===== src/rtl/reg_wr_arbiter.sv =====
// ----------------------------------------------------------------------------
// reg_wr_arbiter
//   Shares the register file's single write port between NUM_REQ writeback
//   sources (0 = ALU, 1 = load return, 2 = debug poke) with round-robin
//   arbitration and a valid/ready handshake per source. A single registered
//   output stage drives the write port. Its contents are also exported as a
//   bypass view for operand forwarding in decode.
//
// Ports
//   clk, rst           clock; asynchronous active-low reset
//   req_valid/ready    per-source handshake; ready is one-hot or zero
//   req_addr/data      per-source destination register and data, packed [i]
//   reg_w_en/addr/data register file write port (registered)
//   byp_valid/addr/data  mirror of the output stage for forwarding
//   last_grant         index of the most recently accepted source
// ----------------------------------------------------------------------------
module reg_wr_arbiter #(
  parameter int unsigned ADDR_WIDTH = 4,
  parameter int unsigned DATA_WIDTH = 16,
  parameter int unsigned NUM_REQ    = 3
) (
  input  logic                          clk,
  input  logic                          rst,
  input  logic [NUM_REQ-1:0]            req_valid,
  input  logic [NUM_REQ*ADDR_WIDTH-1:0] req_addr,
  input  logic [NUM_REQ*DATA_WIDTH-1:0] req_data,
  output logic [NUM_REQ-1:0]            req_ready,
  output logic                          reg_w_en,
  output logic [ADDR_WIDTH-1:0]         reg_w_addr,
  output logic [DATA_WIDTH-1:0]         reg_w_data,
  output logic                          byp_valid,
  output logic [ADDR_WIDTH-1:0]         byp_addr,
  output logic [DATA_WIDTH-1:0]         byp_data,
  output logic [$clog2(NUM_REQ)-1:0]    last_grant
);

  localparam int unsigned GNT_W = $clog2(NUM_REQ);

  // Round-robin pointer; doubles as the exported last_grant.
  logic [GNT_W-1:0]      rr_ptr;

  // Output stage.
  logic                  stage_valid;
  logic [ADDR_WIDTH-1:0] stage_addr;
  logic [DATA_WIDTH-1:0] stage_data;

  // Arbitration results.
  logic [NUM_REQ-1:0]    grant_vec;
  logic                  grant_any;
  logic [GNT_W-1:0]      grant_idx;
  logic [GNT_W-1:0]      cand;
  logic [ADDR_WIDTH-1:0] sel_addr;
  logic [DATA_WIDTH-1:0] sel_data;

  // Search from rr_ptr+1 upward with wrap; first valid source wins.
  // Nothing is granted while reset is asserted.
  always_comb begin
    grant_vec = '0;
    grant_any = 1'b0;
    grant_idx = '0;
    cand      = '0;
    for (int unsigned k = 1; k <= NUM_REQ; k++) begin
      cand = GNT_W'((32'(rr_ptr) + k) % NUM_REQ);
      if (!grant_any && rst && req_valid[cand]) begin
        grant_any       = 1'b1;
        grant_idx       = cand;
        grant_vec[cand] = 1'b1;
      end
    end
  end

  // Select the granted source's payload.
  always_comb begin
    sel_addr = '0;
    sel_data = '0;
    for (int i = 0; i < int'(NUM_REQ); i++) begin
      if (grant_vec[i]) begin
        sel_addr = req_addr[i*ADDR_WIDTH +: ADDR_WIDTH];
        sel_data = req_data[i*DATA_WIDTH +: DATA_WIDTH];
      end
    end
  end

  // Ready is independent of stage occupancy: the stage drains every cycle.
  assign req_ready = grant_vec;

  // Output stage and pointer. Without a grant the stage empties but keeps
  // its last address/data so the bypass view stays quiet.
  always_ff @(posedge clk or negedge rst) begin
    if (!rst) begin
      stage_valid <= 1'b0;
      stage_addr  <= '0;
      stage_data  <= '0;
      rr_ptr      <= '0;
    end else if (grant_any) begin
      stage_valid <= 1'b1;
      stage_addr  <= sel_addr;
      stage_data  <= sel_data;
      rr_ptr      <= grant_idx;
    end else begin
      stage_valid <= 1'b0;
    end
  end

  assign reg_w_en   = stage_valid;
  assign reg_w_addr = stage_addr;
  assign reg_w_data = stage_data;
  assign byp_valid  = stage_valid;
  assign byp_addr   = stage_addr;
  assign byp_data   = stage_data;
  assign last_grant = rr_ptr;

endmodule


===== config.mk =====
export PLATFORM = sky130hd
export DESIGN_NAME = reg_wr_arbiter
export DESIGN_NICKNAME = d
export VERILOG_FILES = /design/src/rtl/reg_wr_arbiter.sv
export SDC_FILE = /design/constraint.sdc
export NUM_CORES = 1
export LEC_CHECK = 0
export CAP_MARGIN = 20
export CORE_AREA = 3 3 65 91
export DETAILED_ROUTE_END_ITERATION = 8
export DIE_AREA = 0 0 68 94
export PLACE_DENSITY = 0.75
export SLEW_MARGIN = 5
export SYNTH_ARGS = -nofsm -noshare
export SYNTH_HDL_FRONTEND = slang
export SYNTH_SLANG_ARGS = --single-unit

===== constraint.sdc =====
create_clock -name clk -period 2.2 [get_ports clk]
set_input_delay 0.44 -clock clk [delete_from_list [all_inputs] [get_ports clk]]
set_output_delay 0.44 -clock clk [all_outputs]
set_load 0.01 [all_outputs]

## Yosys cells after proc, flatten, opt, wreduce, memory -nomap -nowiden

Cells that the tools add are included.

- $add $sub $neg: 3
- Div/mod/pow operators: 3
- Magnitude comparators: 6
- Mux-type cells: 28
- Bitwise gates (word level): 2
- Reduce and logical (&&, ||, !) cells: 10

Operators by type and width:

| kind | count |
|---|---|
| 32-bit by 2-bit remainder unit with 32-bit output, second input constant | 3 |
| 16-bit 2-to-1 mux | 3 |
| 4-bit 2-to-1 mux | 3 |
| 1-bit 2-to-1 mux | 10 |
| 2-bit by 3-bit < comparator with 1-bit output, second input constant | 3 |
| 3-bit 2-to-1 mux | 3 |
| 1-bit logical AND | 8 |
| 2-bit by 2-bit adder with 3-bit output, second input constant | 2 |
| 1-bit binary-select mux with 2-bit select | 3 |
| 1-bit demux with 2-bit select | 3 |
| 2-bit by 1-bit >= comparator with 1-bit output, second input constant | 3 |
| 2-bit 2-to-1 mux | 3 |
| 3-bit OR | 2 |
| 2-bit by 1-bit adder with 3-bit output, second input constant | 1 |
| 1-bit logical NOT | 2 |

- Bits in registers: 23
- Input bits: 65
- Output and inout bits: 47

## Logic depth before layout (Yosys ltp)

Gate-level depths: netlist of the first run.

- Depth in word-level cells: 17
- Depth in mapped cells: 11
- Depth with buffers taken out: 9

## Worst setup path after synthesis of the first run

Ideal clock, no wire load.

- Path kind: reg-to-output
- Start point: register rr_ptr[0], in the netlist last_grant[0]
- End point: output req_ready[2]
- Arrival time: 1799 ps
- Data required time: 1760 ps
- Setup slack: -39 ps
- Cell stages (with the launch flop): 9
- Path buffers: 2
- Path through: dfrtp_1 > inv_1 > ha_1 > buf_4 > nor2b_1 > o2111ai_1 > o21a_1 > buf_2 > inv_1

- Word-level cells in the longest chain between the ends: 14
- Elaborated cells between the ends (all ways): 41
- Those cells by class: 3 x add/sub; 3 x div; 6 x order compare; 17 x mux; 2 x bitwise; 10 x reduce/logical

RTL lines:

| element | line | source |
|---|---|---|
| from (decl) | 40 | `logic [GNT_W-1:0] rr_ptr;` |
| from (signal assigned) | 99 | `rr_ptr <= grant_idx;` |
| parallel branches: the longest is 13 deep, another holds 32-bit by 2-bit remainder unit with 32-bit output | n/a |  |
| 3-bit 2-to-1 mux (*) | 64 | `if (!grant_any && rst && req_valid[cand]) begin` |
| to (decl) | 27 | `output logic [NUM_REQ-1:0] req_ready,` |

Every way passes the cells marked *. The select of a mux whose other input is x is not followed.

## Final worst setup path of the first run

- Start point: register rr_ptr[0], in the netlist last_grant[0]
- End point: output req_ready[1]

Same word-level chain as after synthesis.

==> results of run 1 <==
## power breakdown
group	internal, uW	switching (uW)
combinational	2320	1830
sequential	651	308
clock	129	146
## cells in the final DEF, fill, tap and decap left out, types with 2 or more instances in the layout
cell,Yosys,final
clkdlybuf4s50_1,0,108
buf_4,22,37
nand2_1,23,23
nand3_1,21,21
dfrtp_1,23,21
o22ai_4,0,14
a31oi_1,21,11
buf_6,5,8
a31oi_4,0,7
o22ai_2,0,6
nor2_1,7,5
inv_1,6,4
a31oi_2,0,3
inv_2,1,3
o21ai_0,3,3
ha_4,0,3
clkbuf_8,0,3
buf_12,0,3
mux2i_1,2,2
o21ai_2,0,2
o2111ai_2,0,2
a21oi_1,2,2
and2_1,2,2
nor2_2,0,2
buf_16,0,2
dfrtp_2,0,2
## cells by family (layout without fill, tap and decap cells)
family                     after synthesis  in the layout  share of synthesized area (%)
AOI/OAI and AO/OA                       59             59                          23.29
adders and majority gates                4              4                          3.035
buffers and inverters                   45            172                          18.28
DFF                                     23             23                          34.90
muxes                                    4              4                          3.490
and+or+nand+nor                         60             60                          17.00
## what timing repair did
action                     4_1_cts  5_1_grt
hold buffers                     0        0
buffers inserted                10        3
setup endpoints to repair       23       25
pin swaps                        6        9
resized for setup               39       44
cloned                           3        1
## registers in the layout, indices dropped and copies added, names as in the netlist
signal,flops
byp_addr,4
byp_data,16
byp_valid,1
last_grant,2
## routing by layer
metal	wire (um)	share of wire, %
met4	301	3.5
met1	3047	35
met5	0	0
met2	4544	53
met3	692	8.1
## worst paths after layout
check	start	to	depth (start not counted)
worst max-delay path	last_grant[0]	req_ready[1]	8
worst min-delay path	byp_data[2]	byp_data[2]	2
worst max register to register	last_grant[0]	byp_data[12]	9
worst min register to register	byp_data[2]	byp_data[2]	2
max in group asynchronous	rst	byp_data[8]	2
min in group asynchronous	rst	byp_data[10]	2
## worst max-delay path, stage by stage (launching register included)
cell and delay [ns]:
dfrtp_2 0.45, buf_12 0.14, ha_4 0.17, mux2_4 0.30
mux2i_4 0.17, nand4bb_1 0.12, o21a_2 0.23, inv_2 0.07
buf_6 0.11
## layout make-up
class	count	area [um2]	area share (%)
clock buffer	4	45.04	1.258
inverter	7	26.28	0.7340
multi-input combinational	127	1221	34.11
sequential	23	578.1	16.15
tap	66	82.58	2.307
timing repair buffer	161	1627	45.44
## through the flow
stage                     instance area, um2  total power, uW  hold WS [ns]  std cells
after floorplan                         1685             2455        0.1444        195
after global placement                  2887             3639        0.5714        368
after detailed placement                2887             3717        0.5968        368
after CTS                               3191             4462        0.6087        384
after global routing                    3580             5625        0.6129        388
final                                   3580             5381        0.6058        388
==> flow_summary_export.csv, run 1 <==
group,metric,value,unit
drt,vias,2154,
clock_network,tritoncts,"built",
synthesis,synthCells,195,
sta,layout_min_cycle_time,2.467,ns
clock_network,worstSkewPairLatency,0.27,ns
sta,fin_worst_skew,0.004242,ns
place,routabilityCongestion,0.8384,
sta,finalCritPeriodShare,112.2,%
floorplan,die_area,6392,um2
place,io_buffers,111,
grt,grt_busiest_layer,"met2",
drt,wl,8.586,mm
floorplan,initial_core_util,31.73,%
drt,firstDrtPassIters,4,
critical_path,startpoint_type,"register",
drt,ant_nets,0,
place,dp_slack,-0.5557,ns
grt,overflow,0,
grt,grt_pass1_vias,1991,
grt,grt_pass1_wl,9.846,mm
floorplan,die_h,94,um
clock_network,cts_num_sinks,23,
floorplan,num_rows,31,
critical_path,critPathKind,"register to output pin",
critical_path,crit_arrival,2.03,ns
synthesis,synth_edf_count,0,
grt,grt_use_met2,38.70,%
clock_network,numCtsBuffers,3,
grt,antenna_found_initial,0,
clock_network,clk_path_buf_depth,2,
power_and_ir_drop,p_leak,0.001358,uW
synthesis,yosysTopAreaCellShare,34.90,%
finish,fin_nets,392,
synthesis,synth_seq_cells,23,
drt,vias_per_cell,5.552,
clock_network,cts.reportedPaths.clkPinSlew,0.09,ns
sta,setup_violations,24,
synthesis,syn_nets,264,
synthesis,ys_seq_area_share,34.90,%
sta,fmax,0.4053,GHz
synthesis,yosys_most_used_dff,"dfrtp_1",
clock_network,h-tree-depth,1,
run,drv_cap,0,
sta,hold_violations,0,
grt,grt_max_degree,22,
finish,drive_above_1_share,33.85,%
critical_path,cp.required,1.76,ns
sta,rsz0062_at_grt,"yes",
synthesis,synth_largest_area_cell,"dfrtp_1",
outcome,status,"finished, violations left",
floorplan,fp.dieW,68,um
critical_path,cp-end-kind,"output pin",
floorplan,pin_count,112,
sta,setup_tns,-3.198,ns
sta,relSlewSlack,69.71,%
sta,finalWorstSetupSlack,-0.2674,ns
finish,syn_to_final_growth,117.1,%
synthesis,async_reset_ff_share,100.0,%
grt,use_met3,2.874,%
synthesis,netlist_area,1649,um2
synthesis,avgSynthCellArea,8.457,um2
clock_network,cts.root.buffer_cell,"clkbuf_8",
drt,drc,0,
grt,grt_use_met1,20.91,%
drt,drtIter0Drc,121,
sta,tightest_slew,0.4529,ns
floorplan,core-area,5197,um2
synthesis,ys_types,34,
place,dp_hpwl,4.668,mm
finish,fill_cells,360,
synthesis,synth.top_cells.by_count,"23 x dfrtp_1, 23 x nand2_1, 22 x buf_4",
finish,final_util,68.87,%
drt,wl_per_cell,22.13,um
critical_path,r2r_slack,-0.21,ns
synthesis,synthTopCellsByArea,"dfrtp_1 35%, buf_4 10%, a31oi_1 8.0%",
finish,diodes,0,
synthesis,yosysWarnings,0,
worst_hold_path,hp-class,"register to register",
critical_path,cp_max_fo,4,
sta,drv_slew,0,
outcome,violations,"setup timing",
power_and_ir_drop,ir_drop,0.6272,mV
power_and_ir_drop,p_per_area,1503,nW/um2
grt,grt.total_usage,20.10,%
No activity file was read; power rests on OpenSTA's default activity.
==> inputs of run 2 (changes only) <==
- CORE_AREA: 3 3 65 91 -> 3 3 90 67
- DIE_AREA: 0 0 68 94 -> 0 0 93 70
==> run 2 against run 1 <==
Net effect: the run still ends with setup timing left; clock power decreased by 4%; register-to-register slack improved by 0.06 ns; power decreased by 15%; sequential share of layout area increased by 1.6 points; via count decreased by 8.9%; sequential cell count unchanged; largest cell class unchanged; critical path depth unchanged; sequential power decreased by 8.9%.
==> flow_summary_export.csv, run 2 (synthesis gave the netlist of run 1 again) <==
group,metric,value,unit
outcome,status,"finished, violations left",
outcome,violations,"setup timing",
drt,vias_per_cell,5.112,
power_and_ir_drop,seqPwrFrac,19.1,%
finish,multi_input_area,1054,um2
sta,tightest_slew,0.3664,ns
critical_path,crit_chain,"buf_4, ha_4, and2_4, a221o_1, nand3_1, o21a_2, inv_2, buf_6",
floorplan,num_rows,22,
power_and_ir_drop,p_sw,1884,uW
sta,layout_min_cycle_time,2.427,ns
critical_path,crit_arrival,1.99,ns
finish,fin_nets,382,
critical_path,cp-end-kind,"output pin",
drt,drc,0,
place,io_buffers,111,
power_and_ir_drop,intPower,2689,uW
clock_network,tritoncts,"built",
critical_path,r2r_start,"last_grant[1]",
sta,finalWorstSetupSlack,-0.2274,ns
drt,wl_per_cell,16.90,um
finish,drive_above_1_share,27.88,%
critical_path,startpoint_type,"register",
drt,wl,6.490,mm
grt,antenna_found_initial,0,
finish,final_util,62.84,%
clock_network,h-tree-depth,1,
power_and_ir_drop,ir_drop,0.5121,mV
sta,relSlewSlack,75.50,%
power_and_ir_drop,switching_share,41.20,%
worst_hold_path,hold_start,"byp_data[3]",
sta,hold_violations,0,
grt,overflow,0,
finish,fill_cells,443,
critical_path,critPathBufInv,3,
place,routabilityCongestion,0.8341,
floorplan,initial_core_util,31.87,%
clock_network,cts_num_sinks,23,
power_and_ir_drop,p_leak,0.001247,uW
floorplan,die_area,6510,um2
finish,largest_reg_flops,16,
floorplan,core-area,5175,um2
clock_network,cts.reportedPaths.clkPinSlew,0.09,ns
critical_path,crit_start,"last_grant[1]",
drt,vias,1963,
finish,seq_area,578.1,um2
grt,grt_pass1_vias,1959,
grt,grt.total_usage,18.67,%
finish,final_cell_mix,"107 x clkdlybuf4s50_1, 31 x buf_4, 23 x nand2_1, 21 x nand3_1, 21 x dfrtp_1",
run,drv_cap,0,
sta,setup_violations,23,
sta,rsz0062_at_grt,"yes",
critical_path,crit_family,"compound AO/OA/AOI/OAI gates",
sta,finalHoldWorstSlack,0.5923,ns
critical_path,critPathKind,"register to output pin",
drt,drtIter0Drc,56,
finish,final_common_cell,"clkdlybuf4s50_1",
power_and_ir_drop,clkPwrFrac,5.8,%
finish,diodes,0,
critical_path,cp_max_fo,4,
power_and_ir_drop,p_per_area,1406,nW/um2
sta,drv_slew,0,
clock_network,worstSkewPairLatency,0.26,ns
critical_path,max_stage_delay,0.47,ns
critical_path,cpMaxStageDelayCell,"dfrtp_2",
place,dp_slack,-0.5764,ns
grt,grt_pass1_wl,9.791,mm
power_and_ir_drop,power_frac_comb,75.1,%
floorplan,die_h,70,um
place,dp_hpwl,4.578,mm
drt,firstDrtPassIters,4,
grt,grt_max_degree,24,
sta,fin_worst_skew,0.009548,ns
floorplan,fp.dieW,93,um
clock_network,numCtsBuffers,3,
finish,syn_to_final_growth,97.19,%
floorplan,pin_count,112,
worst_hold_path,hp-class,"register to register",
clock_network,cts_hold_buf,0,
sta,finalCritPeriodShare,110.3,%
critical_path,cp.required,1.76,ns
clock_network,clk_path_buf_depth,2,
sta,fmax,0.4120,GHz
clock_network,cts.root.buffer_cell,"clkbuf_8",
drt,ant_nets,0,
[run 2: what timing repair did]
action	in CTS	in global routing
resized for setup	47	24
setup endpoints to repair	24	24
pin swaps	12	8
setup buffers	11	2
[run 2: final timing paths]
check	to	slack (ns)	cells after the start
setup reg to reg	byp_data[7]	-0.15	11
min in group asynchronous	byp_data[4]	0.85	2
max in group asynchronous	last_grant[0]	1.09	2
hold / removal	byp_data[3]	0.59	2
hold reg to reg	byp_data[3]	0.59	2
setup / recovery	req_ready[1]	-0.23	8
[run 2: cell type report]
cell class | instances | share of cell area, %
timing repair buffer | 151 | 44.71
multi-input combinational | 127 | 32.40
sequential | 23 | 17.78
tap | 72 | 2.770
clock buffer | 4 | 1.385
inverter | 7 | 0.9619
[run 2: metal layers]
| metal | vias to the layer above | track usage (%) | part of all wire [%] |
|---|---|---|---|
| met3 | 6 | 5.274 | 8.6 |
| met4 | 0 | 2.439 | 0.85 |
| met5 | - | 0 | 0 |
| met1 | 935 | 24.11 | 45 |
| li1 | 923 | - | - |
| met2 | 99 | 31.76 | 46 |
[run 2: power by group through the flow]
| stage | combinational, uW | sequential [uW] | clock, uW |
|---|---|---|---|
| 2_1_floorplan | 1540 | 917 | 0 |
| 3_3_place_gp | 2740 | 841 | 0 |
| 3_5_place_dp | 2790 | 850 | 0 |
| 4_1_cts | 3120 | 855 | 269 |
| 5_1_grt | 3650 | 917 | 281 |
| 6_report | 3430 | 874 | 265 |
[run 2: worst reg2reg max path, stage by stage (launching register included)]
cell and delay [ns]:
dfrtp_2 0.47, buf_4 0.16, ha_4 0.16, buf_4 0.15, buf_4 0.14, a221oi_2 0.24
o21ai_1 0.11, o211a_1 0.15, and3_4 0.18, a31o_4 0.23, buf_6 0.15, a31oi_4 0.13
[run 2: through the flow]
stage / std cells / area, um2 / power, uW / TNS [ns]
global route: 384 / 3252 / 4850 / -5.119
global placement: 369 / 2831 / 3582 / -4.767
finish: 384 / 3252 / 4573 / -3.101
floorplan: 195 / 1685 / 2455 / 0
detailed placement: 369 / 2831 / 3644 / -5.851
CTS: 383 / 3077 / 4240 / -2.667
==> inputs of run 3 (changes only) <==
- CORE_AREA: 3 3 90 67 -> 3 3 82 61
- DIE_AREA: 0 0 93 70 -> 0 0 85 64
- PLACE_DENSITY: 0.75 -> 0.85
- RECOVER_POWER: default -> 25
- clock period: 2.2 -> 2.85 ns (I/O delays scaled with it)
==> run 3 against run 2 <==
Net effect: the run now ends clean; combinational power fell by 41%; register-to-register slack improved by 0.79 ns; via count is 6.9% lower; power down 37%; global-route usage grew 1.1 points; largest power group unchanged.
==> flow_summary_export.csv, run 3 (synthesis gave the netlist of run 1 again) <==
group,metric,value,unit
critical_path,cp-end-kind,"output pin",
clock_network,clk_path_buf_depth,2,
drt,wl,5.462,mm
clock_network,cts_num_sinks,23,
sta,rsz0062_at_grt,"no",
clock_network,numCtsBuffers,3,
finish,final_cell_mix,"106 x clkdlybuf4s50_1, 23 x nand2_1, 22 x dfrtp_1, 21 x nand3_1",
floorplan,die_area,5440,um2
sta,tightest_slew,0.3994,ns
drt,drc,0,
outcome,status,"finished clean",
power_and_ir_drop,p_leak,0.001069,uW
grt,overflow,0,
grt,grt_pass1_vias,1896,
drt,drtIter0Drc,94,
critical_path,reg2reg_depth,10,
critical_path,r2r_start,"last_grant[0]",
place,io_buffers,111,
finish,drive_above_1_share,9.722,%
power_and_ir_drop,p_per_area,1047,nW/um2
grt,grt_pass1_wl,8.721,mm
floorplan,initial_core_util,38.54,%
drt,firstDrtPassIters,4,
clock_network,cts_hold_buf,0,
clock_network,tritoncts,"built",
finish,fill_cells,381,
run,drv_cap,0,
finish,multi_input_area,805.8,um2
critical_path,cp-endpoint,"req_ready[2]",
drt,vias,1827,
sta,layout_min_cycle_time,2.750,ns
drt,ant_nets,0,
sta,hold_violations,0,
critical_path,cp_max_fo,9,
clock_network,h-tree-depth,1,
clock_network,cts.reportedPaths.clkPinSlew,0.08,ns
sta,finalHoldWorstSlack,0.5863,ns
sta,fin_worst_skew,0.004205,ns
grt,grt.total_usage,19.73,%
critical_path,startpoint_type,"input pin",
finish,seq_area,576.8,um2
finish,syn_to_final_growth,66.46,%
finish,final_common_cell,"clkdlybuf4s50_1",
critical_path,cp.required,2.28,ns
finish,final_util,64.15,%
finish,diodes,0,
place,routabilityCongestion,0.8444,
worst_hold_path,hp-class,"register to register",
floorplan,num_rows,20,
grt,antenna_found_initial,0,
sta,fmax,0.3636,GHz
grt,grt_max_degree,22,
place,dp_hpwl,4.094,mm
finish,fin_nets,358,
floorplan,core-area,4279,um2
drt,wl_per_cell,15.92,um
drt,vias_per_cell,5.327,
clock_network,cts.root.buffer_cell,"clkbuf_8",
floorplan,die_h,64,um
clock_network,worstSkewPairLatency,0.26,ns
sta,finalCritPeriodShare,96.50,%
critical_path,r2r_end,"byp_data[7]",
critical_path,crit_start,"rst",
finish,largest_reg_flops,16,
power_and_ir_drop,ir_drop,0.6516,mV
sta,setup_violations,0,
floorplan,pin_count,112,
floorplan,fp.dieW,85,um
sta,drv_slew,0,
critical_path,crit_arrival,2.18,ns
critical_path,critPathKind,"input pin to output pin",
sta,relSlewSlack,73.28,%
critical_path,r2r_slack,0.64,ns
## run 3: cell count changes in the layout (fill, tap and decap cells not counted), sizes merged
cell,before,now
buf,43,15
clkbuf,4,5
clkdlybuf4s50,107,106
dlygate4sd2,1,4
dlygate4sd3,0,1
## run 3: repair_timing
action,CTS,global route
hold endpoints to repair,0,0
resized for setup,11,0
setup endpoints to repair,3,0
buffers inserted,0,0
## run 3: worst min-delay path by stage
stage                startpoint     endpoint  slack, ns  depth (start not counted)
finish              byp_data[9]  byp_data[9]       0.59                          2
global route        byp_data[9]  byp_data[9]       0.64                          2
CTS                 byp_data[9]  byp_data[9]       0.59                          2
detailed placement  byp_data[9]  byp_data[9]       0.58                          2
global placement    byp_data[9]  byp_data[9]       0.58                          2
floorplan                   rst  byp_addr[0]       0.27                          0
## run 3: through the flow
stage,cells,total power (uW),TNS [ns],area [um2],worst slack (ns)
after floorplan,195,1854,0,1649,0.4807
after global placement,339,2623,-0.2606,2680,-0.1229
after detailed placement,339,2652,-0.3905,2680,-0.1756
after CTS,343,2899,0,2749,0.1265
after global routing,343,3097,0,2745,0.008348
final,343,2873,0,2745,0.09972
## run 3: area by class of cell
| type | count | area share [%] |
|---|---|---|
| timing repair buffer | 127 | 44.53 |
| inverter | 7 | 0.9572 |
| multi-input combinational | 127 | 29.35 |
| tap | 55 | 2.507 |
| sequential | 23 | 21.01 |
| clock buffer | 4 | 1.641 |
## run 3: routing by layer
layer,share of wire (%),track usage (%),vias to the layer above
met1,44,25.30,845
met2,46,33.33,103
met4,0.62,2.964,0
met3,9.4,6.057,6
met5,0,0,-
li1,-,-,873
## run 3: power by group
| group | total, uW | internal, uW | switching [uW] |
|---|---|---|---|
| Clock | 200 | 99.6 | 101 |
| Combinational | 2030 | 1090 | 945 |
| Sequential | 639 | 503 | 136 |
| Total | 2870 | 1690 | 1180 |
## run 3: critical path, stage by stage
cell           delay [ns]
dlygate4sd3_1        0.78
o2111ai_1            0.28
o21a_1               0.21
inv_1                0.06
dlygate4sd2_1        0.28
==> RTL edit 1, RTL diff (settings of run 2) <==
Set the parameter `DATA_WIDTH` to 14 (it was 16).
--- a/src/rtl/reg_wr_arbiter.sv
+++ b/src/rtl/reg_wr_arbiter.sv
@@ -16,7 +16,7 @@
 // ----------------------------------------------------------------------------
 module reg_wr_arbiter #(
   parameter int unsigned ADDR_WIDTH = 4,
-  parameter int unsigned DATA_WIDTH = 16,
+  parameter int unsigned DATA_WIDTH = 14,
   parameter int unsigned NUM_REQ    = 3
 ) (
   input  logic                          clk,
Ports: changed (resized byp_data, reg_w_data and req_data); port bits go from 112 to 102. The function was not compared with the original's and may differ.
==> RTL edit 1 against run 2 <==
  * The flow still finishes with violations (setup timing)
  * Setup slack worse by 68 ps
  * Wire length up 11%
  * Cell area up 5.9%
  * Area after synthesis up 11%
  * Sequential share of layout area down 2.4 points
  * Power up 3.9%
  * Sequential cell count down 2
  * First-iteration DRC count up 100%
  * Critical endpoint unchanged
  * Largest power group unchanged
==> RTL edit 1: results (changes against run 2) <==
final worst slack=-295.4 ps (-67.97 ps); violations in the final reports=setup timing; Synth area leaders=dfrtp_1, buf_4, a221oi_2, o211ai_1, a211oi_2; GRT Util Overall=20.52% (+1.9 points); detailed placement HPWL=4929 um (+7.7%); peak supply drop=0.6538 mV (+28%); post-synthesis cell type count=40 (+18%); sequential area share after synthesis=28.69% (-6.2 points); drt total wl=7183 um (+11%); synth cell count leaders=buf_4, inv_1, dfrtp_1; Clock Skew=2.510 ps (-7.038 ps); max FFs per register=14 (-2); I/O Buffers=101 (-9.0%); setup_tns=-4751 ps (-1649 ps); GPL Wtd Cong=0.8410 (+0.83%); static leakage=1.408 nW (+13%); outcome=finished with violations; # setup viols final=21 (-8.7%); share of post-route cells with drive strength above 1=35.51% (+7.6 points); largest net degree at the start of global routing=20 (-17%); vias in the first global route=2169 (+11%); global-route wire length before repair=10760 um (+9.9%); Critical Path AT=2060 ps (+70 ps); Total Nets Final=385 (+0.79%); critical path's top delay family=flip-flops
RTL edit 1: cell count changes after synthesis, sizes merged, moves of 13 or more:
cell	run 2	this run
o22ai	20	2
nor2	7	20
a211oi	0	19
a221oi	1	18
a31oi	21	0
inv	7	24
nand3	21	0
o211ai	1	18
nand2	23	3
RTL edit 1: tightest hold or removal path, delay by kind of cell (launching register included):
kind | cells | cell delay (ps)
DFF | 1 | 400
AOI/OAI and AO/OA | 1 | 60
and+or+nand+nor | 1 | 100
RTL edit 1: what timing repair did:
item | in CTS | in global routing
endpoints found under the hold margin | 0 | 0
resized for setup | 30 | 26
buffers inserted | 7 | 3
gates cloned | 2 | 2
setup endpoints to repair | 21 | 24
pin swaps | 19 | 12
RTL edit 1: cells by family after synthesis:
group           after synthesis  share of synthesized area [%]
fa+ha+maj                     4                          2.732
buf+inv                      60                          18.72
simple gates                 39                          11.34
compound gates               70                          36.27
flops                        21                          28.69
mux                           4                          2.254
RTL edit 1: final cells by class:
cell class	instances	area [um2]
clock inverters	1	5.005
well taps	72	90.09
fillers	427	1732
repair buffers	155	1530
multi-input cells	117	1154
inverters	24	95.09
flip-flops and latches	21	528.0
clock buffers	3	41.29
RTL edit 1: metrics by stage:
stage                     cells  cell area [um2]  hold slack [ps]
after floorplan             198             1898            144.4
after global placement      376             3058            571.2
after detailed placement    376             3058            585.0
after CTS                   388             3273            595.9
after global routing        393             3443            630.4
final                       393             3443            594.4
RTL edit 1: layer usage:
| metal | track usage [%] | wire, um | up-vias |
|---|---|---|---|
| li1 | - | - | 965 |
| met1 | 28.11 | 3145 | 1039 |
| met2 | 34.00 | 3432 | 106 |
| met3 | 4.198 | 547 | 8 |
| met4 | 3.089 | 58 | 0 |
| met5 | 0 | 0 | - |
RTL edit 1: worst paths after layout:
kind,from,to,slack [ps]
setup reg to reg,last_grant[0],byp_addr[2],-270
max in group asynchronous,rst,last_grant[0],1300
min in group asynchronous,rst,byp_addr[0],620
hold / removal,byp_addr[2],byp_addr[2],590
setup / recovery,last_grant[0],req_ready[1],-300
hold reg to reg,byp_addr[2],byp_addr[2],590
RTL edit 1: power by group:
group | internal (W) | switching (W) | total [W]
registers | 0.000596 | 0.000194 | 0.000790
logic | 0.00206 | 0.00165 | 0.00371
clock network | 0.000126 | 0.000130 | 0.000256
total | 0.00278 | 0.00197 | 0.00475
==> RTL edit 2, RTL diff (config.mk and constraints of run 2) <==
Without the edit above. Reset style: synchronous (`rst`), changed in one clocked block. Comments in the files are not updated.
--- a/src/rtl/reg_wr_arbiter.sv
+++ b/src/rtl/reg_wr_arbiter.sv
@@ -86,7 +86,7 @@
 
   // Output stage and pointer. Without a grant the stage empties but keeps
   // its last address/data so the bypass view stays quiet.
-  always_ff @(posedge clk or negedge rst) begin
+  always_ff @(posedge clk) begin
     if (!rst) begin
       stage_valid <= 1'b0;
       stage_addr  <= '0;
Behaviour: differs if rst is asserted again (counterexample within 4 cycles, from zero or initial values and one cycle with rst low); with rst held inactive, the same outputs for 10 cycles.
==> RTL edit 2 against run 2 <==
  * Non-clock buffer count shrank 4
  * Sequential cell count stayed put
  * Sequential share of layout area decreased by 2.6 points
  * Area after synthesis decreased by 0.23%
  * Critical path type is now reg2reg
  * The flow still finishes with violations (setup timing)
  * Largest cell class unchanged
  * Setup slack improved by 19 ps
  * Cell area fell by 5.5%
  * Wire length is 6.6% lower
  * Count of clock-buffer cells in the layout shrank 1
  * Power fell by 29%
==> RTL edit 2: results (changes against run 2) <==
DR iter-0 viols=35 (-38%); worst slew pin tran=342.8 ps (-23.58 ps); Global Route met2 Usage=29.61% (-2.2 points); sequential area share after synthesis=27.98% (-6.9 points); number of fill cells in the layout=491 (+11%); GR Util met1=22.85% (-1.3 points); outcome=finished with violations; Avg Synthesized Cell Area=8.991 um2 (+6.3%); worst-path maximum fanout=5 (+1); share of post-route cells with drive strength above 1=28.33% (+0.45 points); # setup viols final=23 (unchanged); crit-path max cell delay=370 ps (-100 ps); routed wl met3=573 um (+2.7%); final worst slack=-208.8 ps (+18.61 ps); synth cell count leaders=o21ai_1, nand2_1, buf_4, dfxtp_1, a221oi_2; post-place setup slack=-672.4 ps (-96.01 ps); initial antenna violation count=0 (unchanged); via count=1830 (-6.8%); Clock Skew=4.669 ps (-4.880 ps); Layout Cells excl Fill=372 (-3.1%); top_reg_cell synth=dfxtp_1; violations in the final reports=setup timing; detailed placement HPWL=4578 um (about the same); GPL Wtd Cong=0.9047 (+8.5%); wire length on met1=2776 um (-4.2%); setup_tns=-4191 ps (-1089 ps); synthesized net count=252 (-4.5%); CP max-delay cell=o32a_1; peak supply drop=0.7176 mV (+40%); post-synthesis cell type count=34 (unchanged); drt total wl=6059 um (-6.6%); clk_lat worst skew=approximately 270 ps; wire length on met2=2681 um (-10%); ys async rst share=0% (-100 points); Synth area leaders=dfxtp_1, a221oi_2, buf_4, o21ai_1, nand2_1; global-route wire length before repair=9287 um (-5.1%); largest net degree at the start of global routing=21 (-13%); GR Layer Usage met3=5.382% (+0.11 points); Critical Path AT=2620 ps (+630 ps); static leakage=1.145 nW (-8.2%)
[RTL edit 2: area by class of cell]
| cell class | instances | area, um2 | share of cell area [%] |
|---|---|---|---|
| well taps | 72 | 90.09 | 2.930 |
| repair buffers | 147 | 1433 | 46.60 |
| clock buffers | 3 | 41.29 | 1.343 |
| clock inverters | 1 | 5.005 | 0.1628 |
| inverters | 6 | 25.02 | 0.8140 |
| flip-flops and latches | 23 | 467.9 | 15.22 |
| multi-input cells | 120 | 1012 | 32.93 |
[RTL edit 2: worst paths after layout]
path	startpoint	end	slack [ps]	cells past startpoint
max reg2reg	last_grant[0]	byp_data[8]	-210	11
min	byp_addr[1]	byp_addr[1]	470	2
min reg2reg	byp_addr[1]	byp_addr[1]	470	2
max	last_grant[0]	byp_data[8]	-210	11
[RTL edit 2: kinds of logic (layout without fill, tap and decap cells)]
logic type / count (synthesis) / count (layout) / synth area share (%)
AOI/OAI and AO/OA: 77 / 77 / 39.70
buffers and inverters: 40 / 157 / 16.96
adders and majority gates: 4 / 4 / 3.042
muxes: 3 / 3 / 1.901
and+or+nand+nor: 36 / 36 / 10.42
DFF: 23 / 23 / 27.98
[RTL edit 2: power by group]
part | leakage (nW) | internal (W) | switching, W
sequential | 0.191 | 0.000550 | 0.0000965
clock | 0.0255 | 0.000127 | 0.000143
combinational | 0.929 | 0.00128 | 0.00106
[RTL edit 2: worst register-to-register path, stage by stage (launching register included)]
cell	delay, ps
dfxtp_4	360
buf_4	160
ha_4	170
and4b_2	310
a21oi_4	50
o32a_1	370
buf_4	140
buf_4	130
a21oi_4	260
clkbuf_16	210
a221oi_2	50
o21ai_1	130
[RTL edit 2: timing repair]
action,in CTS,in global routing
gates cloned,1,1
setup buffers,3,2
pin swaps,6,17
hold endpoints to repair,0,0
gates resized for setup,40,8
setup endpoints to repair,24,23
